File: config.mk
export PLATFORM = sky130hd
export DESIGN_NAME = sprite_blitter
export DESIGN_NICKNAME = d
export VERILOG_FILES = /design/src/rtl/sprite_blitter.sv
export SDC_FILE = /design/constraint.sdc
export NUM_CORES = 1
export LEC_CHECK = 0
export CORE_MARGIN = 10
export CORE_UTILIZATION = 35
export CTS_BUF_LIST = sky130_fd_sc_hd__clkbuf_8
export CTS_CLUSTER_DIAMETER = 80
export DETAILED_ROUTE_END_ITERATION = 8
export GPL_TIMING_DRIVEN = 0
export HOLD_SLACK_MARGIN = 0.12
export PLACE_DENSITY = 0.66
export SLEW_MARGIN = 20
export SYNTH_ARGS = -nofsm -noshare
export SYNTH_HDL_FRONTEND = slang
export SYNTH_SLANG_ARGS = --single-unit
export TNS_END_PERCENT = 1
File: constraint.sdc
create_clock -name clk -period 8.8 [get_ports clk]
set_input_delay 0.88 -clock clk [delete_from_list [all_inputs] [get_ports clk]]
set_output_delay 0.88 -clock clk [all_outputs]
set_load 0.01 [all_outputs]
File: src/rtl/sprite_blitter.sv
// Sprite blitter: walks sprite-local coordinates, reads the texel ROM and emits
// framebuffer writes at screen coordinates with flip, upscale, clipping and transparency.
module sprite_blitter #(
  parameter int HWIDTH      = 10,
  parameter int VWIDTH      = 10,
  parameter int AWIDTH      = 12,
  parameter int FWIDTH      = 19,
  parameter int DWIDTH      = 12,
  parameter int IWIDTH      = 0,
  parameter int HSIZE       = 32,
  parameter int VSIZE       = 32,
  parameter int HRES        = 640,
  parameter int VRES        = 480,
  parameter int TRANSPARENT = 0
) (
  input  logic              clk,
  input  logic              rst_n,
  input  logic              start,
  input  logic [HWIDTH-1:0] hoffset,
  input  logic [VWIDTH-1:0] voffset,
  input  logic              hflip,
  input  logic              vflip,
  output logic              busy,
  output logic              done,
  output logic [AWIDTH-1:0] rom_addr,
  input  logic [DWIDTH-1:0] rom_data,
  output logic              fb_we,
  input  logic              fb_ready,
  output logic [FWIDTH-1:0] fb_addr,
  output logic [DWIDTH-1:0] fb_data,
  output logic [2:0]        fsm_state
);

  localparam int XW  = (HSIZE > 1) ? $clog2(HSIZE) : 1;
  localparam int YW  = (VSIZE > 1) ? $clog2(VSIZE) : 1;
  localparam int SXW = HWIDTH + 1;
  localparam int SYW = VWIDTH + 1;

  // Write port handshake: fb_we is valid, a write completes on a rising edge
  // with fb_we && fb_ready; fb_we/fb_addr/fb_data stay frozen until then.
  typedef enum logic [2:0] {
    IDLE  = 3'd0,
    FETCH = 3'd1,
    WAIT  = 3'd2,
    WRITE = 3'd3,
    DONE  = 3'd4
  } state_t;

  state_t            state, state_nx;
  logic [XW-1:0]     x, x_nx;
  logic [YW-1:0]     y, y_nx;
  logic [HWIDTH-1:0] hoff, hoff_nx;
  logic [VWIDTH-1:0] voff, voff_nx;
  logic              hf, hf_nx, vf, vf_nx;
  logic [AWIDTH-1:0] rom_addr_nx;
  logic              fb_we_nx;
  logic [FWIDTH-1:0] fb_addr_nx;
  logic [DWIDTH-1:0] fb_data_nx;
  logic [SXW-1:0]    sx;
  logic [SYW-1:0]    sy;
  logic              visible, last, advance;

  function automatic logic [AWIDTH-1:0] src_addr(input logic [XW-1:0] xi, input logic [YW-1:0] yi,
                                                 input logic hfl, input logic vfl);
    logic [XW-1:0]     hx;
    logic [YW-1:0]     vy;
    logic [AWIDTH-1:0] row, col;
    hx  = hfl ? (XW'(HSIZE - 1) - xi) : xi;
    vy  = vfl ? (YW'(VSIZE - 1) - yi) : yi;
    row = AWIDTH'(vy >> IWIDTH);
    col = AWIDTH'(hx >> IWIDTH);
    return AWIDTH'(row * AWIDTH'(HSIZE >> IWIDTH)) + col;
  endfunction

  // Destination is one bit wider than the offset so off-screen pixels never wrap back on.
  assign sx        = SXW'(hoff) + SXW'(x);
  assign sy        = SYW'(voff) + SYW'(y);
  assign visible   = (sx < SXW'(HRES)) && (sy < SYW'(VRES));
  assign last      = (x == XW'(HSIZE - 1)) && (y == YW'(VSIZE - 1));
  assign busy      = (state == FETCH) || (state == WAIT) || (state == WRITE);
  assign done      = (state == DONE);
  assign fsm_state = state;

  always_comb begin
    state_nx    = state;
    x_nx        = x;
    y_nx        = y;
    hoff_nx     = hoff;
    voff_nx     = voff;
    hf_nx       = hf;
    vf_nx       = vf;
    rom_addr_nx = rom_addr;
    fb_we_nx    = fb_we;
    fb_addr_nx  = fb_addr;
    fb_data_nx  = fb_data;
    advance     = 1'b0;
    case (state)
      IDLE: begin
        if (start) begin
          hoff_nx     = hoffset;
          voff_nx     = voffset;
          hf_nx       = hflip;
          vf_nx       = vflip;
          x_nx        = '0;
          y_nx        = '0;
          rom_addr_nx = src_addr('0, '0, hflip, vflip);
          state_nx    = FETCH;
        end
      end
      FETCH: state_nx = WAIT;
      WAIT: begin
        if (visible && (rom_data != DWIDTH'(TRANSPARENT))) begin
          fb_we_nx   = 1'b1;
          fb_addr_nx = FWIDTH'(sy) * FWIDTH'(HRES) + FWIDTH'(sx);
          fb_data_nx = rom_data;
          state_nx   = WRITE;
        end else begin
          advance = 1'b1;
        end
      end
      WRITE: begin
        if (fb_ready) begin
          fb_we_nx = 1'b0;
          advance  = 1'b1;
        end
      end
      DONE:    state_nx = IDLE;
      default: state_nx = IDLE;
    endcase
    // The next pixel's ROM address is registered on the way into FETCH.
    if (advance) begin
      if (last) begin
        state_nx = DONE;
      end else begin
        if (x == XW'(HSIZE - 1)) begin
          x_nx = '0;
          y_nx = y + YW'(1);
        end else begin
          x_nx = x + XW'(1);
        end
        rom_addr_nx = src_addr(x_nx, y_nx, hf, vf);
        state_nx    = FETCH;
      end
    end
  end

  always_ff @(posedge clk or negedge rst_n) begin
    if (!rst_n) begin
      state    <= IDLE;
      x        <= '0;
      y        <= '0;
      hoff     <= '0;
      voff     <= '0;
      hf       <= 1'b0;
      vf       <= 1'b0;
      rom_addr <= '0;
      fb_we    <= 1'b0;
      fb_addr  <= '0;
      fb_data  <= '0;
    end else begin
      state    <= state_nx;
      x        <= x_nx;
      y        <= y_nx;
      hoff     <= hoff_nx;
      voff     <= voff_nx;
      hf       <= hf_nx;
      vf       <= vf_nx;
      rom_addr <= rom_addr_nx;
      fb_we    <= fb_we_nx;
      fb_addr  <= fb_addr_nx;
      fb_data  <= fb_data_nx;
    end
  end

endmodule

[Yosys cells after proc, flatten, opt, wreduce, memory -nomap -nowiden]
Index checks and enable logic that the tools add are counted.
Storage, ports and cells
  flip-flop bits (word level): 79
  latch bits: 0
  memory bits (writable): 0
  ROM bits: 0
  input port bits: 38
  output and inout port bits: 49
  word-level logic and storage cells: 79
  memories: 0
Cells by class
  add/sub/neg operators: 9
  $mul: 1
  div/mod/pow operators: 0
  magnitude comparators: 2
  eq/ne operators: 11
  shift-type cells: 0
  mux-type cells: 33
  bitwise logic cells: 0
  reduce and logical (&&, ||, !) cells: 12
Operators with widths (number)
  two-way mux 5 bit: 18
  two-way mux 12 bit: 4
  adder 10 x 5 -> 11 bit: 4
  adder 19 x 11 -> 19 bit: 1
  multiplier 11 x 3 -> 12 bit (second input constant): 1
  two-way mux 3 bit: 4
  case mux 3 bit (4 select lines): 1
  nonzero test 12 bit: 1
  < comparator 11 x 10 -> 1 bit (second input constant): 1
  < comparator 11 x 9 -> 1 bit (second input constant): 1
  adder 5 x 1 -> 5 bit (second input constant): 2
  == test 5 bit (second input constant): 2
  subtractor 5 bit (first input constant): 2
  == test 3 x 2 -> 1 bit (second input constant): 2
  AND reduction 3 bit: 2
  two-way mux 1 bit: 4
  != test 2 bit (second input constant): 2
  case mux 1 bit (2 select lines): 2
  AND reduction 2 bit: 2
  == test 3 x 1 -> 1 bit (second input constant): 1
  == test 3 bit (second input constant): 1
  logical AND 1 bit: 3
  logical NOT 3 bit: 1
  != test 3 x 2 -> 1 bit (second input constant): 1
  other kinds (4): 5

[Logic depth before layout (Yosys ltp)]
Gate-level depths: netlist (run 1).
  word-level depth: 12
  mapped depth: 18
  depth with buffers taken out: 18

[Worst setup path after synthesis (run 1)]
No wires, ideal clock.
  path type: flip-flop to flip-flop
  start point: reg y[0]
  end point: reg fb_addr[18]
  setup time: 0.125 ns
  arrival time: 3.588 ns
  data required time: 8.675 ns
  slack: 5.087 ns
  cell stages (with the launch flop): 17
  buffers on the path: 0
  clock period less this slack: 3.713 ns
  path through: dfrtp_1 -> ha_1 -> inv_1 -> fa_1 -> nor2b_1 -> o31a_1 -> a21oi_1 -> xnor2_1 -> inv_1 -> ha_1 -> a211oi_1 -> nor2_1 -> o31ai_1 -> a21boi_0 -> nand4_1 -> xnor2_1 -> mux2_4
Between the ends
  word-level cells in the longest chain between the ends: 5
  elaborated cells between the ends (all ways): 7
  classes of those cells: 2 x add/sub; 1 x mul; 1 x order compare; 3 x reduce/logical
Ends and longest elaborated chain
  start, declared: line 51  | logic [YW-1:0] y, y_nx;
  start signal, assigned: line 163  | y <= y_nx;
  adder 10 x 5 -> 11 bit (*): line 77  | assign sy = SYW'(voff) + SYW'(y);
  parallel branches: the longest is 4 deep, another holds adder 19 x 11 -> 19 bit
  end signal, assigned: line 170  | fb_addr <= fb_addr_nx;
  end, declared: line 29  | output logic [FWIDTH-1:0] fb_addr,
Mark *: on every way between the ends.
A chain may end at the register's enable or synchronous reset.

[Final worst setup path (run 1)]
Ends and elaborated chain as after synthesis.

==> results of run 1 <==
[power groups by stage]
stage / logic [W] / clock network, W / registers [W]
final: 0.00122 / 0.000289 / 0.000625
after global routing: 0.00136 / 0.000318 / 0.000646
after CTS: 0.00123 / 0.000301 / 0.000625
after detailed placement: 0.00122 / 0 / 0.000631
after global placement: 0.00119 / 0 / 0.000623
after floorplan: 0.000777 / 0 / 0.000654
[cell families (layout without fill, tap and decap cells)]
family,after synthesis,in the layout
fa+ha+maj,37,37
buf+inv,42,145
flops,79,79
xor+xnor,42,42
simple gates,156,156
compound gates,100,100
mux,35,35
[cell usage in the layout, fill, tap and decap left out, types with 4 or more instances in the layout]
| master | Yosys | final |
|---|---|---|
| and3_1 | 7 | 7 |
| xor2_1 | 15 | 15 |
| inv_1 | 21 | 24 |
| xnor2_1 | 25 | 25 |
| ha_1 | 33 | 33 |
| and2_1 | 6 | 6 |
| dfrtp_1 | 79 | 79 |
| clkbuf_1 | 12 | 12 |
| o21a_1 | 4 | 4 |
| nor4_1 | 4 | 4 |
| o21ai_0 | 34 | 34 |
| mux2_2 | 8 | 8 |
| a21o_1 | 7 | 7 |
| a21oi_1 | 28 | 28 |
| nand2_1 | 82 | 82 |
| clkdlybuf4s50_1 | 0 | 85 |
| nand3_1 | 10 | 10 |
| buf_2 | 4 | 4 |
| mux2_4 | 9 | 9 |
| mux2i_1 | 18 | 18 |
| nor2b_1 | 5 | 5 |
| nor2_1 | 23 | 23 |
| fa_1 | 4 | 4 |
| clkbuf_8 | 0 | 9 |
[flip-flops by register name (all words and copies together) (netlist names)]
signal and cells:
y 5, fsm_state 3, voff 10, x 5, fb_data 12, rom_addr 12
hoff 10, vf 1, fb_we 1, fb_addr 19, hf 1
[cell type report]
cell class | count | share of cell area, %
clock inverter | 7 | 1.32
buffer | 21 | 1.79
sequential | 79 | 32.2
tap | 176 | 3.59
clock buffer | 9 | 2.02
inverter | 21 | 1.28
multi-input combinational | 370 | 43.4
timing repair buffer | 87 | 14.4
[critical path, delay by kind of cell (launching register included)]
kind / cells / cell delay, ns
XOR/XNOR: 2 / 0.46
buffers and inverters: 2 / 0.15
AND/OR/NAND/NOR: 3 / 0.45
multiplexers: 1 / 0.27
flip-flops: 1 / 0.46
adder cells (fa/ha/maj): 3 / 0.93
AO/OA/AOI/OAI: 5 / 1.38
[stage by stage]
step	cells	hold slack [ns]	utilization (%)	instance area (sq um)	power, W
2_1_floorplan	491	0.450	-	4830	0.00143
3_3_place_gp	753	0.458	44.1	5910	0.00182
3_5_place_dp	754	0.467	44.3	5930	0.00185
4_1_cts	770	0.393	45.8	6140	0.00216
5_1_grt	770	0.394	45.8	6140	0.00233
6_report	770	0.399	45.8	6140	0.00213
[path summary, 6_finish.rpt]
kind / start / end / depth (start not counted)
max in group asynchronous: rst_n / fb_data[5] / 2
max: y[0] / fb_addr[18] / 16
min reg2reg: fb_addr[6] / fb_addr[6] / 2
max reg2reg: y[0] / fb_addr[18] / 16
min in group clk: fb_addr[6] / fb_addr[6] / 2
min: rst_n / rom_addr[7] / 1
[per-layer routing]
layer / GRT usage (%) / vias up / wire length, um
li1: - / 1892 / -
met1: 17.3 / 1789 / 5620
met2: 19.9 / 94 / 5190
met3: 5.83 / 14 / 993
met4: 2.81 / 0 / 117
met5: 0 / - / 0
[synth_stat cells (2+ instances only)]
cell type	n	area, sq um
nand3_1	10	50.1
and4_1	2	17.5
buf_6	2	22.5
and3_1	7	43.8
a31o_2	2	17.5
a21o_1	7	52.6
nand4_1	2	12.5
buf_2	4	20.0
and2_1	6	37.5
buf_1	2	7.51
o21a_1	4	30.0
nor3_1	3	15.0
xnor2_1	25	219
ha_1	33	413
nor4_1	4	25.0
o31a_1	2	17.5
a21boi_0	2	15.0
nor3b_1	3	22.5
nor2_1	23	86.3
mux2i_1	18	180
fa_1	4	80.1
dfrtp_1	79	1980
a32o_1	3	30.0
nor2b_1	5	31.3
o21ai_0	34	170
a211oi_1	3	22.5
o21bai_1	2	15.0
nand2_1	82	308
a21oi_1	28	140
inv_1	21	78.8
xor2_1	15	131
mux2_4	9	135
mux2_2	8	90.1
clkbuf_1	12	45.0
==> summary.md, run 1 <==
| Metric | Value |
|---|---|
| Share of flip-flops with an asynchronous set or reset | 100% |
| Num CTS Buffers | 9 |
| First-pass GRT wire length | 20,000 um |
| Worst Skew | 0.0160 ns |
| Vias in the first global route | 3,968 |
| Tot GR Track Use | 13.3% |
| Sum Neg Setup Slack | 0 ns |
| Leak Pwr | 2.83 nW |
| Register bit count reported by yosys | 79 |
| Area Overhead vs Synth | 27.2% |
| Worst path arrival time | 4.49 ns |
| Residual DRC count | 0 |
| Antenna fix cells | 0 |
| TritonRoute pass-1 iters | 5 |
| Startpoint Class | flop |
| Critical-path top delay cell | dfrtp_1 |
| Clk root buf | clkbuf_8 |
| Clk slew on worst S/H paths | 0.08 ns |
| Num rows | 42 |
| Bufs on Longest Clock Path | 2 |
| Synth Cell Area | 4830 sq um |
| Core area | 13,400 sq um |
| Sequential area share after synthesis | 41.0% |
| Reg power frac | 29.3% |
| Clk sinks | 79 |
| Placer Congestion | 0.806 |
| Final hold violation count | 0 |
| Post-synthesis xor/xnor area fraction | 8.06% |
| Nets | 664 |
| Clock group share of total power | 13.5% |
| Syn Nets | 566 |
| Internal power | 0.00129 W |
| Pwr Density | 347 nW/um^2 |
| Number of synthesized flops with an enable pin | 0 |
| Die Wd | 137 um |
| RSZ-0062 raised after global routing | false |
| Syn. warnings | 0 |
| Initial DRC count | 214 |
| Reg-to-reg slack, setup | 4.56 ns |
| Max Fclk | 0.236 GHz |
| Share of cells above drive strength 1 | 8.92% |
| Part of the power in combinational logic | 57.1% |
| Post-CTS Resized | 0 |
| Hpwl dp | 9280 um |
| Initial Util | 36.0% |
| Tightest Pin Transition | 0.502 ns |
| DRT Wirelength | 11,900 um |
| Largest family of logic cells by synthesized area | simple AND/OR/NAND/NOR gates |
| Predominant post-synthesis flop cell | dfrtp_1 |
| Final worst-path cycle share | 48.1% |
| Seq. cell area | 1980 sq um |
| Worst setup EP type | flop |
| Pre-CTS setup slack | 4.55 ns |
| Rel. slew slack | 66.5% |
| Slew Limit Fails | 0 |
| Endpoints failing setup | 0 |
| Pin count of the biggest net entering global routing | 59 |
| Area of the multi-input gates | 2660 sq um |
| Initial antenna violation count | 0 |
| Die Area | 18,900 sq um |
| Setup repair bufs after CTS | 0 |
| Switching Fraction | 39.5% |
| DR vias | 3,789 |
| WL per Instance | 15.5 um |
| Port bufs | 86 |
| Setup CP Type | flop to flop |
| DR vias/cell | 4.92 |
| Ports | 87 |
| DRT antenna net count | 0 |
| Mapped Avg Cell Area | 9.83 sq um |
| Fin worst setup slack | 4.56 ns |
| Type of the worst min-delay path | input port to asynchronous set/reset pin |
| Multiplexer share of the synthesized area | 8.40% |
| TritonCTS clock tree | yes |
| Fillcell total | 1,266 |
| Adder-cell share of the synthesized area | 10.2% |
| H-Tree Depth | 3 |
| Synth cell types | 59 |
| Worst skew pair latency | 0.37 ns |
| Total gr overflow | 0 |
| Hold_buf cts | 0 |
| Die H | 137 um |
| Worst Path Required | 9.05 ns |
| Post-synthesis cell count | 491 |
| Critical Path Fanout Max | 6 |
| Peak VDD IR | 142 uV |
| Complex-gate fraction of the synthesized area | 13.3% |
| Max incr delay on CP | 0.46 ns |
| Crit path cell chain | ha_1 > inv_1 > fa_1 > nor2b_1 > o31a_1 > a21oi_1 > xnor2_1 > inv_1 > ha_1 > a211oi_1 > nor2_1 > o31ai_1 > a21boi_0 > nand4_1 > xnor2_1 > mux2_4 |
| NetSw | 0.000843 W |
| Status | finished clean |
| MaxCap Viol Count | 0 |
| Simple-Gate Fraction of Synth Area | 15.2% |
| Tmin final | 4.24 ns |
Power figures use the tool's default switching activity.
==> run 2, diff against run 1 <==
Clock period 8.8 ns to 4.1 ns, I/O delays scaled along.
==> summary.md, run 2 (synthesized netlist as in run 1, its figures left out) <==
| Metric | Value |
|---|---|
| Status | finished clean |
| Share of cells above drive strength 1 | 12.5% |
| DRT Wirelength | 12,100 um |
| Tot GR Track Use | 13.3% |
| Worst setup EP type | flop |
| Post-Place Cell Area | 5930 sq um |
| Crit-path most repeated cell | ha_1 |
| Biggest register | fb_addr |
| Most common cell after layout, fill and taps aside | clkdlybuf4s50_1 |
| Internal power | 0.00282 W |
| Peak VDD IR | 304 uV |
| Port bufs | 86 |
| Tightest Pin Transition | 0.500 ns |
| Clk root buf | clkbuf_8 |
| Nets | 671 |
| Die H | 137 um |
| Total gr overflow | 0 |
| Max incr delay on CP | 0.45 ns |
| Worst skew pair latency | 0.37 ns |
| Worst Path Required | 4.35 ns |
| Initial Util | 36.0% |
| Crit path cell chain | ha_1 > a211oi_2 > o21bai_1 > a21oi_2 > xnor2_1 > ha_1 > ha_1 > nor2b_1 > o31a_1 > nor3_2 > o21bai_1 > a21oi_1 > xnor3_1 > xnor2_2 > mux2_4 |
| Pwr Density | 745 nW/um^2 |
| DRT antenna net count | 0 |
| Placer Congestion | 0.806 |
| DR vias/cell | 4.91 |
| Endpoints failing setup | 0 |
| WHS | 0.469 ns |
| Clock group share of total power | 13.3% |
| Reg-to-reg endpoint | fb_addr[18] |
| MaxCap Viol Count | 0 |
| Worst path arrival time | 4.15 ns |
| First-pass GRT wire length | 20,100 um |
| Final hold violation count | 0 |
| Delay-heaviest family, CP | compound AO/OA/AOI/OAI gates |
| Num rows | 42 |
| Startpoint Class | flop |
| Critical-path top delay cell | dfrtp_1 |
| Initial antenna violation count | 0 |
| Most frequent cells in the layout | clkdlybuf4s50_1, nand2_1, dfrtp_1 |
| Worst Skew | 0.0147 ns |
| Die Area | 18,900 sq um |
| Leak Pwr | 2.87 nW |
| Ports | 87 |
| Finished Layout Cells | 777 |
| RSZ-0062 raised after global routing | true |
| Reg-to-reg slack, setup | 0.20 ns |
| Part of the power in combinational logic | 58.0% |
| Cells on worst reg2reg path | 15 |
| Bufs on Longest Clock Path | 2 |
| Type of the worst min-delay path | input port to asynchronous set/reset pin |
| Top flop regs | fb_addr (19), fb_data (12), rom_addr (12) |
| Setup CP Type | flop to flop |
| Switching Fraction | 39.6% |
| CP bufs+invs | 0 |
| Tmin final | 3.90 ns |
| Initial DRC count | 181 |
| Num CTS Buffers | 9 |
| Clk sinks | 79 |
| TritonRoute pass-1 iters | 4 |
| Max Fclk | 0.256 GHz |
| Placed cell count | 754 |
| Rel. slew slack | 66.6% |
| Antenna fix cells | 0 |
| Crit path launch | y[1] |
| DR vias | 3,818 |
| Die Wd | 137 um |
| Worst r2r src | y[1] |
| WL per Instance | 15.6 um |
| Hpwl dp | 9280 um |
| Max FFs per register | 19 |
| Reg power frac | 28.8% |
| Area Overhead vs Synth | 29.9% |
| Final Instance Area | 6270 sq um |
| H-Tree Depth | 3 |
| Critical Path Fanout Max | 5 |
| Clk slew on worst S/H paths | 0.08 ns |
| NetSw | 0.00185 W |
| TritonCTS clock tree | yes |
| Slew Limit Fails | 0 |
| Residual DRC count | 0 |
| Pin count of the biggest net entering global routing | 59 |
| Final worst-path cycle share | 95.2% |
| Vias in the first global route | 3,988 |
| Core area | 13,400 sq um |
==> run 2: cell count changes in the layout (fill, tap and decap cells not counted), moves of 2 or more <==
| cell | before | now |
|---|---|---|
| a21oi_1 | 28 | 26 |
| a21oi_2 | 1 | 3 |
| buf_4 | 1 | 7 |
| ha_1 | 33 | 31 |
| xnor2_1 | 25 | 23 |
| xnor2_2 | 1 | 3 |
==> run 2: worst max path at each step <==
| stage | to | slack (ns) | cells past startpoint |
|---|---|---|---|
| floorplan | fb_addr[18] | 0.39 | 16 |
| global placement | fb_addr[17] | -0.19 | 1 |
| detailed placement | fb_addr[18] | -0.15 | 16 |
| CTS | fb_addr[18] | 0.02 | 17 |
| global route | fb_addr[18] | -0.06 | 15 |
| finish | fb_addr[18] | 0.20 | 15 |
==> run 2: routing by layer <==
metal / track usage [%] / part of all wire [%]
met1: 17.3 / 47
met2: 20.0 / 44
met3: 5.86 / 8.0
met4: 2.81 / 0.88
met5: 0 / 0
==> run 2: cell type report <==
cell class	count	area, sq um
fill	1260	7130
multi-input combinational	370	2740
sequential	79	1980
timing repair buffer	94	941
tap	176	220
clock buffer	9	124
buffer	21	110
clock inverter	7	81.3
inverter	21	78.8
==> run 2: timing repair <==
action                                  CTS  global route
setup buffers                             1             5
pin swaps                                 1             8
endpoints found under the setup margin    1             4
hold endpoints to repair                 21             0
resized for setup                         2            16
hold buffers                              1             0
==> run 2: worst register-to-register path, delay by kind of cell (launching register included) <==
kind,cells,cell delay (ns)
AOI/OAI and AO/OA,6,1.18
adders and majority gates,3,0.95
xor gates and xnor gates,3,0.62
DFF,1,0.45
and+or+nand+nor,2,0.31
muxes,1,0.27
==> run 2: power by group through the flow <==
stage / Clock [W] / Combinational (W) / Sequential, W
floorplan: 0 / 0.00167 / 0.00140
CTS: 0.000646 / 0.00267 / 0.00134
finish: 0.000621 / 0.00271 / 0.00134
detailed placement: 0 / 0.00261 / 0.00135
global route: 0.000683 / 0.00302 / 0.00139
global placement: 0 / 0.00256 / 0.00134
==> run 2: stage by stage <==
step,setup TNS [ns],total power (W),util [%],setup WS [ns]
2_1_floorplan,0,0.00307,-,0.387
3_3_place_gp,-14.05,0.00390,44.1,-0.186
3_5_place_dp,-0.155,0.00397,44.3,-0.155
4_1_cts,0,0.00465,46.0,0.0183
5_1_grt,-0.0596,0.00510,46.8,-0.0596
6_report,0,0.00467,46.8,0.198
==> run 3, diff against run 2 <==
Settings changed: HOLD_SLACK_MARGIN 0.12 to default.
==> results of run 3 <==
Same layout as run 2: the final DEF is identical, and so are final timing and power.
